==> config.mk <==
export PLATFORM = sky130hd
export DESIGN_NAME = hazard_window_tpu
export DESIGN_NICKNAME = d
export VERILOG_FILES = /design/src/rtl/pkg_tpu.sv /design/src/rtl/hazard_match_row.sv /design/src/rtl/hazard_window_tpu.sv
export SDC_FILE = /design/constraint.sdc
export NUM_CORES = 1
export LEC_CHECK = 0
export CAP_MARGIN = 20
export CORE_MARGIN = 2
export CORE_UTILIZATION = 62
export CTS_CLUSTER_SIZE = 12
export DETAILED_ROUTE_END_ITERATION = 12
export PLACE_DENSITY_LB_ADDON = 0.2
export SYNTH_ARGS = -nofsm -noshare
export SYNTH_HDL_FRONTEND = slang
export SYNTH_SLANG_ARGS = --single-unit
==> constraint.sdc <==
create_clock -name clock -period 4.2 [get_ports clock]
set_input_delay 0.84 -clock clock [delete_from_list [all_inputs] [get_ports clock]]
set_output_delay 0.84 -clock clock [all_outputs]
set_load 0.005 [all_outputs]
==> src/rtl/pkg_tpu.sv <==
// Shared TPU scalar-unit definitions: hazard-window operand/entry types, default sizes
// and the pending-slot state encoding. RAR checking is enabled with `define HAZARD_RAR_EN.
package pkg_tpu;

  localparam int unsigned HZ_IDX_W          = 8;
  localparam int unsigned HZ_NUM_SRC        = 3;
  localparam int unsigned NUM_ENTRY_HAZARD  = 8;
  localparam int unsigned NUM_COMMIT_HAZARD = 2;

  // Operand index is {is_vec, regfile no, reg idx}; v marks the operand as used.
  typedef struct packed {
    logic                v;
    logic [HZ_IDX_W-1:0] idx;
  } hz_opnd_t;

  typedef struct {
    hz_opnd_t dst;
    hz_opnd_t src[HZ_NUM_SRC];
  } hz_entry_t;

  typedef enum logic {
    HZ_EMPTY = 1'b0,
    HZ_CHECK = 1'b1
  } hz_state_e;

endpackage

==> src/rtl/hazard_match_row.sv <==
// Per-entry comparator: one in-flight record versus the pending instruction.
// The source/source (RAR) compare is only built when HAZARD_RAR_EN is defined.
module hazard_match_row
  import pkg_tpu::*;
#(
  parameter int unsigned IDX_W   = HZ_IDX_W,
  parameter int unsigned NUM_SRC = HZ_NUM_SRC
) (
  input  logic                         ent_v,
  input  logic [IDX_W:0]               ent_dst,
  input  logic [NUM_SRC*(IDX_W+1)-1:0] ent_src,
  input  logic [IDX_W:0]               pnd_dst,
  input  logic [NUM_SRC*(IDX_W+1)-1:0] pnd_src,
  output logic                         raw,
  output logic                         war,
  output logic                         waw,
  output logic                         rar
);

  localparam int unsigned OW = IDX_W + 1;

  function automatic logic op_eq(input logic [IDX_W:0] a, input logic [IDX_W:0] b);
    return a[IDX_W] & b[IDX_W] & (a[IDX_W-1:0] == b[IDX_W-1:0]);
  endfunction

  always_comb begin
    raw = 1'b0;
    war = 1'b0;
    waw = 1'b0;
    rar = 1'b0;
    if (ent_v) begin
      waw = op_eq(pnd_dst, ent_dst);
      for (int unsigned i = 0; i < NUM_SRC; i++) begin
        raw = raw | op_eq(pnd_src[i*OW +: OW], ent_dst);
        war = war | op_eq(pnd_dst, ent_src[i*OW +: OW]);
`ifdef HAZARD_RAR_EN
        for (int unsigned j = 0; j < NUM_SRC; j++) begin
          rar = rar | op_eq(pnd_src[i*OW +: OW], ent_src[j*OW +: OW]);
        end
`endif
      end
    end
  end

endmodule

==> src/rtl/hazard_window_tpu.sv <==
// One-deep pending slot checked for RAW/WAR/WAW (and RAR with HAZARD_RAR_EN) against an
// in-flight table; allocates lowest free tag on issue, frees by tag on NUM_COMMIT ports.
module hazard_window_tpu
  import pkg_tpu::*;
#(
  parameter int unsigned NUM_ENTRY  = NUM_ENTRY_HAZARD,
  parameter int unsigned NUM_SRC    = HZ_NUM_SRC,
  parameter int unsigned NUM_COMMIT = NUM_COMMIT_HAZARD,
  parameter int unsigned IDX_W      = HZ_IDX_W,
  parameter int unsigned TAG_W      = $clog2(NUM_ENTRY)
) (
  input  logic                          clock,
  input  logic                          reset,
  input  logic                          I_Req,
  output logic                          O_Ready,
  input  logic                          I_Slice,
  input  logic [IDX_W:0]                I_Dst,
  input  logic [NUM_SRC*(1+IDX_W)-1:0]  I_Src,
  input  logic [NUM_COMMIT-1:0]         I_Commit_Req,
  input  logic [NUM_COMMIT*TAG_W-1:0]   I_Commit_Tag,
  output logic                          O_Req_Issue,
  output logic [TAG_W-1:0]              O_Tag,
  output logic                          O_RAW_Hazard,
  output logic                          O_WAR_Hazard,
  output logic                          O_WAW_Hazard,
  output logic                          O_RAR_Hazard,
  output logic                          O_Full,
  output logic [TAG_W:0]                O_Num,
  output logic [15:0]                   O_Stall_Cnt,
  output logic                          O_Err
);

  localparam int unsigned OW = IDX_W + 1;
  localparam int unsigned SW = NUM_SRC * OW;
  localparam int unsigned CW = TAG_W + 1;

  hz_state_e            state_q, state_d;
  logic                 out_en_q;
  logic [OW-1:0]        pend_dst_q, pend_dst_d;
  logic [SW-1:0]        pend_src_q, pend_src_d;
  logic                 pend_slice_q, pend_slice_d;
  logic [NUM_ENTRY-1:0] ent_v_q, ent_v_d;
  logic [OW-1:0]        ent_dst_q [NUM_ENTRY];
  logic [OW-1:0]        ent_dst_d [NUM_ENTRY];
  logic [SW-1:0]        ent_src_q [NUM_ENTRY];
  logic [SW-1:0]        ent_src_d [NUM_ENTRY];
  logic                 issue_q, issue_d;
  logic [TAG_W-1:0]     tag_q, tag_d;
  logic                 raw_q, raw_d, war_q, war_d, waw_q, waw_d, rar_q, rar_d;
  logic [CW-1:0]        num_q, num_d;
  logic [15:0]          stall_q, stall_d;
  logic                 err_q, err_d;

  logic                 pend_v, full, ready, accept, issue_now, slice_in;
  logic                 raw_any, war_any, waw_any, rar_any, bad_commit;
  logic [NUM_ENTRY-1:0] raw_vec, war_vec, waw_vec, rar_vec, clr_mask;
  logic [TAG_W-1:0]     free_idx, cmt_tag;
  logic [CW-1:0]        clr_cnt;

  for (genvar e = 0; e < NUM_ENTRY; e++) begin : g_row
    hazard_match_row #(
      .IDX_W   (IDX_W),
      .NUM_SRC (NUM_SRC)
    ) u_row (
      .ent_v   (ent_v_q[e]),
      .ent_dst (ent_dst_q[e]),
      .ent_src (ent_src_q[e]),
      .pnd_dst (pend_dst_q),
      .pnd_src (pend_src_q),
      .raw     (raw_vec[e]),
      .war     (war_vec[e]),
      .waw     (waw_vec[e]),
      .rar     (rar_vec[e])
    );
  end

`ifdef HAZARD_RAR_EN
  always_comb slice_in = I_Slice;
`else
  logic unused_slice;
  always_comb slice_in = 1'b0;
  always_comb unused_slice = I_Slice;
`endif

  always_comb begin
    pend_v    = (state_q == HZ_CHECK);
    full      = &ent_v_q;
    raw_any   = |raw_vec;
    war_any   = |war_vec;
    waw_any   = |waw_vec;
    rar_any   = pend_slice_q & (|rar_vec);
    issue_now = pend_v & ~(raw_any | war_any | waw_any | rar_any) & ~full;
    ready     = out_en_q & (~pend_v | issue_now);
    accept    = I_Req & ready;

    // Descending scan so the lowest free index wins.
    free_idx = '0;
    for (int unsigned e = NUM_ENTRY; e > 0; e--) begin
      if (!ent_v_q[e-1]) free_idx = TAG_W'(e - 1);
    end

    // Commits look only at the pre-edge valid mask; a duplicate tag sets the same bit.
    clr_mask   = '0;
    bad_commit = 1'b0;
    cmt_tag    = '0;
    for (int unsigned p = 0; p < NUM_COMMIT; p++) begin
      cmt_tag = I_Commit_Tag[p*TAG_W +: TAG_W];
      if (I_Commit_Req[p]) begin
        if (ent_v_q[cmt_tag]) clr_mask[cmt_tag] = 1'b1;
        else                  bad_commit        = 1'b1;
      end
    end
    clr_cnt = '0;
    for (int unsigned e = 0; e < NUM_ENTRY; e++) begin
      clr_cnt = clr_cnt + CW'(clr_mask[e]);
    end
  end

  always_comb begin
    state_d      = state_q;
    pend_dst_d   = pend_dst_q;
    pend_src_d   = pend_src_q;
    pend_slice_d = pend_slice_q;
    case (state_q)
      HZ_EMPTY: if (accept) state_d = HZ_CHECK;
      HZ_CHECK: if (issue_now && !accept) state_d = HZ_EMPTY;
      default:  state_d = HZ_EMPTY;
    endcase
    if (accept) begin
      pend_dst_d   = I_Dst;
      pend_src_d   = I_Src;
      pend_slice_d = slice_in;
    end

    ent_v_d   = ent_v_q & ~clr_mask;
    ent_dst_d = ent_dst_q;
    ent_src_d = ent_src_q;
    if (issue_now) begin
      ent_v_d[free_idx]   = 1'b1;
      ent_dst_d[free_idx] = pend_dst_q;
      ent_src_d[free_idx] = pend_src_q;
    end

    issue_d = issue_now;
    tag_d   = issue_now ? free_idx : tag_q;
    raw_d   = pend_v & raw_any;
    war_d   = pend_v & war_any;
    waw_d   = pend_v & waw_any;
    rar_d   = pend_v & rar_any;
    num_d   = num_q + CW'(issue_now) - clr_cnt;
    stall_d = (pend_v && !issue_now && stall_q != 16'hFFFF) ? stall_q + 16'd1 : stall_q;
    err_d   = err_q | bad_commit;
  end

  always_ff @(posedge clock or negedge reset) begin
    if (!reset) begin
      state_q      <= HZ_EMPTY;
      out_en_q     <= 1'b0;
      pend_dst_q   <= '0;
      pend_src_q   <= '0;
      pend_slice_q <= 1'b0;
      ent_v_q      <= '0;
      for (int unsigned e = 0; e < NUM_ENTRY; e++) begin
        ent_dst_q[e] <= '0;
        ent_src_q[e] <= '0;
      end
      issue_q <= 1'b0;
      tag_q   <= '0;
      raw_q   <= 1'b0;
      war_q   <= 1'b0;
      waw_q   <= 1'b0;
      rar_q   <= 1'b0;
      num_q   <= '0;
      stall_q <= '0;
      err_q   <= 1'b0;
    end else begin
      state_q      <= state_d;
      out_en_q     <= 1'b1;
      pend_dst_q   <= pend_dst_d;
      pend_src_q   <= pend_src_d;
      pend_slice_q <= pend_slice_d;
      ent_v_q      <= ent_v_d;
      ent_dst_q    <= ent_dst_d;
      ent_src_q    <= ent_src_d;
      issue_q      <= issue_d;
      tag_q        <= tag_d;
      raw_q        <= raw_d;
      war_q        <= war_d;
      waw_q        <= waw_d;
      rar_q        <= rar_d;
      num_q        <= num_d;
      stall_q      <= stall_d;
      err_q        <= err_d;
    end
  end

  always_comb begin
    O_Ready      = ready;
    O_Req_Issue  = issue_q;
    O_Tag        = tag_q;
    O_RAW_Hazard = raw_q;
    O_WAR_Hazard = war_q;
    O_WAW_Hazard = waw_q;
    O_RAR_Hazard = rar_q;
    O_Full       = full;
    O_Num        = num_q;
    O_Stall_Cnt  = stall_q;
    O_Err        = err_q;
  end

endmodule

# --- Yosys cells after proc, flatten, opt, wreduce, memory -nomap -nowiden ---
# Cells that the tools add are included.
op_classes:
  n_addsub: 10
  n_mul: 0
  div: 0
  n_lt_le_gt_ge: 8
  eq_ne: 57
  shift: 0
  mux: 60
  bitwise: 163
  n_reduce_logical: 13
op_table:
  columns: ["op", "n"]
  rows:
  - ["$eq A8 B8 Y1", 56]
  - ["$bwmux W216", 1]
  - ["$and A1 B1 Y1", 119]
  - ["$demux W27 S3", 1]
  - ["$bwmux W72", 1]
  - ["$mux W8", 5]
  - ["$or A1 B1 Y1", 36]
  - ["$mux W1", 35]
  - ["$demux W9 S3", 1]
  - ["$mux W27", 1]
  - ["$mux W3", 8]
  - ["$reduce_or A8 Y1", 3]
  - ["$add A4 B1 Y4", 5]
  - ["$add A16 B1 Y16 const B", 1]
  - ["$ne A16 B16 Y1 const B", 1]
  - ["$or A8 B8 Y8", 2]
  - ["$lt A3 B4 Y1 const B", 3]
  - ["$demux W1 S3", 3]
  - ["$ge A3 B1 Y1 const B", 3]
  - ["$mux W9", 1]
  - ["$and A8 B8 Y8", 1]
  - ["$not A8 Y8", 1]
  - ["$reduce_and A8 Y1", 1]
  - ["$logic_and A1 B1 Y1", 7]
  - ["other kinds (11)", 15]
totals:
  register_bits: 362
  latchBits: 0
  ramBits: 0
  rom_bits: 0
  inputBits: 48
  output_inout_bits: 31
  elab_cells: 340
  memories: 0

# --- Depth between registers and ports, before layout ---
depth:
  word_depth: 18
  depth_mapped: 19
  mapped_depth_nobuf: 16

# --- By module ---
# From an unflattened synthesis, not the netlist that was laid out.
hier_totals:
  hier_cells: 1598
  area_unflattened_um2: 19950.4
modules_own_cells:
  columns: ["module", "instances", "cells_each", "area_per_inst_um2", "seq_area_each_um2"]
  rows:
  - ["hazard_window_tpu", 1, 902, 14555.2, 9058.7]
  - ["hazard_match_row", 8, 87, 674.4, 0.0]

# --- Least setup slack after synthesis ---
# Ideal clock, no wire load.
synth_timing:
  path_type: "input to register"
  startpoint: "input port I_Commit_Tag[1]"
  endpoint: "register num_q[3] (netlist: O_Num[3])"
  setup_time_ps: 125
  t_arrival_ps: 3881
  required_time_ps: 4075
  setup_slack_ps: 195
  path_stages: 16
  path_buffers: 1
  path_cell_list: "clkbuf_1 nand2_1 o22ai_1 nand2_1 fa_1 inv_1 fa_1 inv_1 fa_1 inv_1 fa_1 inv_1 ha_1 ha_1 xor2_1 xnor2_1"
synth_via:
  elab_chain_len: 17
  elab_cells_between_ends: 20
  classes_between: "add/sub (8); order compare (2); mux (8); bitwise (1); reduce/logical (1)"
synth_rtl:
  columns: ["item", "line_no", "rtl"]
  rows:
  - ["start: declaration", "hazard_window_tpu.sv:20", "input logic [NUM_COMMIT*TAG_W-1:0] I_Commit_Tag,"]
  - ["$lt A3 B4 Y1 (not written as such) / $ge A3 B1 Y1 (equally long branches)", "hazard_window_tpu.sv:109", "if (ent_v_q[cmt_tag]) clr_mask[cmt_tag] = 1'b1;"]
  - ["$logic_and A1 B1 Y1 (not written as such)", "hazard_window_tpu.sv:109", null]
  - ["$mux W1 (not written as such)", "hazard_window_tpu.sv:109", null]
  - ["$demux W1 S3", "hazard_window_tpu.sv:109", null]
  - ["$mux W8 *", "hazard_window_tpu.sv:109", null]
  - ["$mux W8 *", "hazard_window_tpu.sv:108", "if (I_Commit_Req[p]) begin"]
  - ["$or A8 B8 Y8 (no source line)", null, null]
  - ["$mux W8", "hazard_window_tpu.sv:109", null]
  - ["$mux W8 *", "hazard_window_tpu.sv:108", null]
  - ["$add A1 B1 Y2", "hazard_window_tpu.sv:115", "clr_cnt = clr_cnt + CW'(clr_mask[e]);"]
  - ["$add A2 B1 Y3", "hazard_window_tpu.sv:115", null]
  - ["$add A3 B1 Y4", "hazard_window_tpu.sv:115", null]
  - ["$add A4 B1 Y4 (3 in a row)", "hazard_window_tpu.sv:115", null]
  - ["$add A4 B1 Y4 *", "hazard_window_tpu.sv:115", null]
  - ["$sub A4 B4 Y4 *", "hazard_window_tpu.sv:150", "num_d = num_q + CW'(issue_now) - clr_cnt;"]
  - ["via num_d[3]", "hazard_window_tpu.sv:50", "logic [CW-1:0] num_q, num_d;"]
  - ["end signal: assignment", "hazard_window_tpu.sv:191", "num_q <= num_d;"]
  - ["end: declaration", "hazard_window_tpu.sv:50", null]
# Mark *: on every way through the listed nets, which the timed path passes. The rest lies on a longest branch. The select of a mux whose other input is x is not followed.
# A chain may end at the register's enable or synchronous reset.

# --- Worst setup path in the final report ---
layout_timing:
  startpoint: "register pend_src_q[15]"
  endpoint: "output port O_Ready"
layout_via:
  elab_chain_len: 13
  elab_cells_between_ends: 48
  classes_between: "eq/ne (8); mux (8); bitwise (31); reduce/logical (1)"
layout_rtl:
  columns: ["item", "line_no", "rtl"]
  rows:
  - ["start: declaration", "hazard_window_tpu.sv:40", "logic [SW-1:0] pend_src_q, pend_src_d;"]
  - ["start signal: assignment", "hazard_window_tpu.sv:180", "pend_src_q <= pend_src_d;"]
  - ["$eq A8 B8 Y1", "hazard_match_row.sv:23", "return a[IDX_W] & b[IDX_W] & (a[IDX_W-1:0] == b[IDX_W-1:0]);"]
  - ["$and A1 B1 Y1", "hazard_match_row.sv:23", null]
  - ["$or A1 B1 Y1 (2 in a row)", "hazard_match_row.sv:34", "raw = raw | op_eq(pnd_src[i*OW +: OW], ent_dst);"]
  - ["$mux W1", "hazard_match_row.sv:31", "if (ent_v) begin"]
  - ["$reduce_or A8 Y1 *", "hazard_window_tpu.sv:88", "raw_any = |raw_vec;"]
  - ["$or A1 B1 Y1 * (2 in a row)", "hazard_window_tpu.sv:92", "issue_now = pend_v & ~(raw_any | war_any | waw_any | rar_any) & ~full;"]
  - ["$not A1 Y1 *", "hazard_window_tpu.sv:92", null]
  - ["$and A1 B1 Y1 * (2 in a row)", "hazard_window_tpu.sv:92", null]
  - ["$or A1 B1 Y1 *", "hazard_window_tpu.sv:93", "ready = out_en_q & (~pend_v | issue_now);"]
  - ["$and A1 B1 Y1 *", "hazard_window_tpu.sv:93", null]
  - ["end: declaration", "hazard_window_tpu.sv:15", "output logic O_Ready,"]
# Mark *: on every way between the ends. The rest lies on a longest branch, timed or not.

==> impl_metrics.yaml <==
run_status:
  status: "complete, but fails checks"
  violations: "negative setup slack"
floorplanning:
  initial_core_util_pct: 63.4
  core_um2: 32700
  fp.dieW_um: 187
  die_height_um: 187
  io_pins: 79
  rows: 66
  dieArea_um2: 34900
logic_synthesis:
  mappedNetlistNets: 1803
  synthDistinctLibCells: 47
  synth.area.top_cells: "dfrtp_1 44%, xnor2_1 15%, mux2_2 11%"
  synth_most_common_cell: "xnor2_1"
  synthFlopType: "dfrtp_1"
  avgSynthCellArea_um2: 11.9
  synth_top_cell_area_share_pct: 43.7
  synth-seq-area-share_pct: 43.7
  ys_ff_latch: 362
  yosys.area.top_type: "dfrtp_1"
  synth_cells: 1741
  synth_common_cells: "363 x xnor2_1, 362 x dfrtp_1, 208 x mux2_2"
  ys_warn_count: 0
  synth_enable_flop_cells: 0
  async_flop_share_pct: 100
  synth_area_um2: 20700
pwr:
  p_int_mw: 12.2
  clock_power_share_pct: 18.3
  p_leak_nw: 10.1
  p_seq_share_pct: 33.9
  p_comb_share_pct: 47.8
  switching_share_pct: 37.6
  vdd_drop_max_mv: 0.486
  finalPower_mw: 19.6
  power_density_nw_per_um2: 801
  p_sw_mw: 7.37
routing:
  antenna_left: 0
  dr_wl_met3_mm: 3.86
  drtIter0Drc: 1009
  routed_wl_mm: 58.8
  via_count: 14092
  wire_per_inst_um: 25.0
  route.met2.wl_mm: 27.8
  top_layer: "met4"
  drc_errors: 0
  vias_per_cell: 5.99
  drt-pass1-iter-count: 5
  m1WireLength_mm: 24.9
setup_path:
  end_kind: "output port"
  crit_required_ps: 3360
  crit_type: "reg -> out"
  worstPathMaxFanout: 5
  cp-start-kind: "flop"
  cp.arrival_ps: 3630
  r2r_cells: 12
timing:
  slew-limit-headroom_pct: 48.2
  fmax_mhz: 224
  setup_viol: 3
  clock_skew_ps: 13.0
  fin_hold_ws_ps: 320
  worst_pin_slew_ps: 778
  rsz0062_at_grt: "yes"
  hold_viol: 0
  drv_slew: 0
  final_critical_path_setup_slack_ps: -270
  fin_crit_sh_pct: 106
  min_period_ps: 4470
finish:
  filler_cell_count: 2230
  seq_area_um2: 9070
  final_design_area_no_fill_um2: 24500
  fin_nets: 1941
  area_growth_pct: 18.1
  drive_gt1_share_pct: 32.1
  multi_input_area_um2: 10500
  final_cells: 2353
placement:
  pre_cts_ws_ps: -300
  io_buffer_count: 76
  finalWeightedCongestion: 0.989
  dpl_cell_area_um2: 22900
  dpl.cell_count: 2269
  dpl.hpwl_mm: 40.0
cts:
  htree_levels: 2
  cts_buffer_depth: 3
  clockRootBuffer: "clkbuf_16"
  cts_tree: "yes"
  cts_sinks: 362
  ctsHoldBuffers: 0
  cts_made_buffers: 41
  clock_insertion_delay_worst_skew_ps: 550
  clk_pin_slew_worst_paths_ps: 60
min_path:
  min_path_type: "in -> async"
job:
  cap_violations: 0
global_routing:
  grt_pass1_vias: 14826
  grt_max_degree: 99
  grt_pass1_wl_mm: 90.5
  grt_overflow: 0
  antenna_found_initial: 1
  grt_usage_pct: 34.1
[logic make-up (layout without fill, tap and decap cells)]
kind of cell | after synthesis | in the layout | synth area share (%)
xor gates and xnor gates | 464 | 464 | 19.6
buffers and inverters | 227 | 396 | 6.20
other | 2 | 3 | 0.0362
and+or+nand+nor | 297 | 297 | 8.49
muxes | 331 | 331 | 19.4
DFF | 362 | 362 | 43.7
AOI/OAI and AO/OA | 44 | 44 | 1.47
adders and majority gates | 14 | 14 | 1.06
[worst paths after layout]
path	slack (ps)	endpoint	start
worst max register to register	0	ent_dst_q[7]	pend_src_q[15]
worst min-delay path	320	ent_src_q[48]	reset
worst max-delay path	-270	O_Ready	pend_src_q[15]
min in group clock	490	O_Tag[1]	O_Tag[1]
worst min register to register	490	O_Tag[1]	O_Tag[1]
max in group asynchronous	2840	ent_src_q[165]	reset
[state kept, by name (all words and copies together), names as in the netlist]
signal,count
O_Err,1
O_Num,4
O_RAW_Hazard,1
O_Req_Issue,1
O_Stall_Cnt,16
O_Tag,3
O_WAR_Hazard,1
O_WAW_Hazard,1
ent_dst_q,72
ent_src_q,216
ent_v_q,8
out_en_q,1
pend_dst_q,9
pend_src_q,27
pend_v,1
[placed cells by master (no fill, tap or decap), types with 7 or more instances in the layout]
master           synthesis  final
xor2_1                 101    101
ha_1                     8      8
nor4_1                  28     28
clkbuf_8                 0      8
clkbuf_1               103     10
mux2_4                  69     69
nor3_2                   0      9
nor3_1                  42     32
buf_12                   2     31
and3_1                  10     10
clkdlybuf4s50_1          0     74
buf_4                   15    185
mux2_2                 208    208
nor2_1                   7      7
and2_1                   8      7
o22ai_1                  8      8
mux2_1                  48     48
nand4_1                 98     98
clkbuf_16                0     44
dfrtp_1                362    351
nand2_1                 21     21
clkinv_2                 0      7
a21o_1                   8      7
xnor2_1                363    359
dfrtp_2                  0     11
buf_6                   24      8
inv_1                   20     20
nand3_1                 62     62
[per-stage QoR]
stage	util [%]	TNS [ps]
floorplan	-	0
global placement	69.9	-511
detailed placement	69.9	-2160
CTS	74.6	-263
global route	74.8	-3730
finish	74.8	-274
[layout make-up]
cell class                 count  area share (%)
multi-input combinational   1152            43.0
sequential                   362            37.1
timing repair buffer         302            11.9
clock buffer                  61            5.00
tap                          442            2.26
clock inverter                13           0.516
inverter                      20           0.307
antenna                        1          0.0102
[power groups by stage]
stage	logic, mW	registers (mW)	clock network, mW
floorplan	7.10	5.72	0
global placement	8.89	6.57	0
detailed placement	9.09	6.65	0
CTS	9.28	6.62	3.62
global route	10.0	6.83	3.77
finish	9.36	6.65	3.59
[routing by layer]
metal	vias up	global-route usage, %
li1	6194	-
met1	7296	46.7
met2	472	54.5
met3	130	5.50
met4	0	14.3
met5	-	0
[critical path, stage by stage (launching register included)]
cell and delay [ps]:
dfrtp_1 540, xnor2_1 200, nand3_1 110, nor3_1 80
or4_1 580, nor3_1 300, nand4_1 280, or4_4 590
and2_4 170, nor2b_1 100, buf_2 120
[repair_timing]
action / CTS / global route
gates resized for setup: 26 / 16
pin swaps: 14 / 16
cloned: 1 / 1
buffers inserted: 7 / 3
endpoints found under the hold margin: 0 / 0
setup endpoints to repair: 45 / 104
No activity file was read; power rests on OpenSTA's default activity.
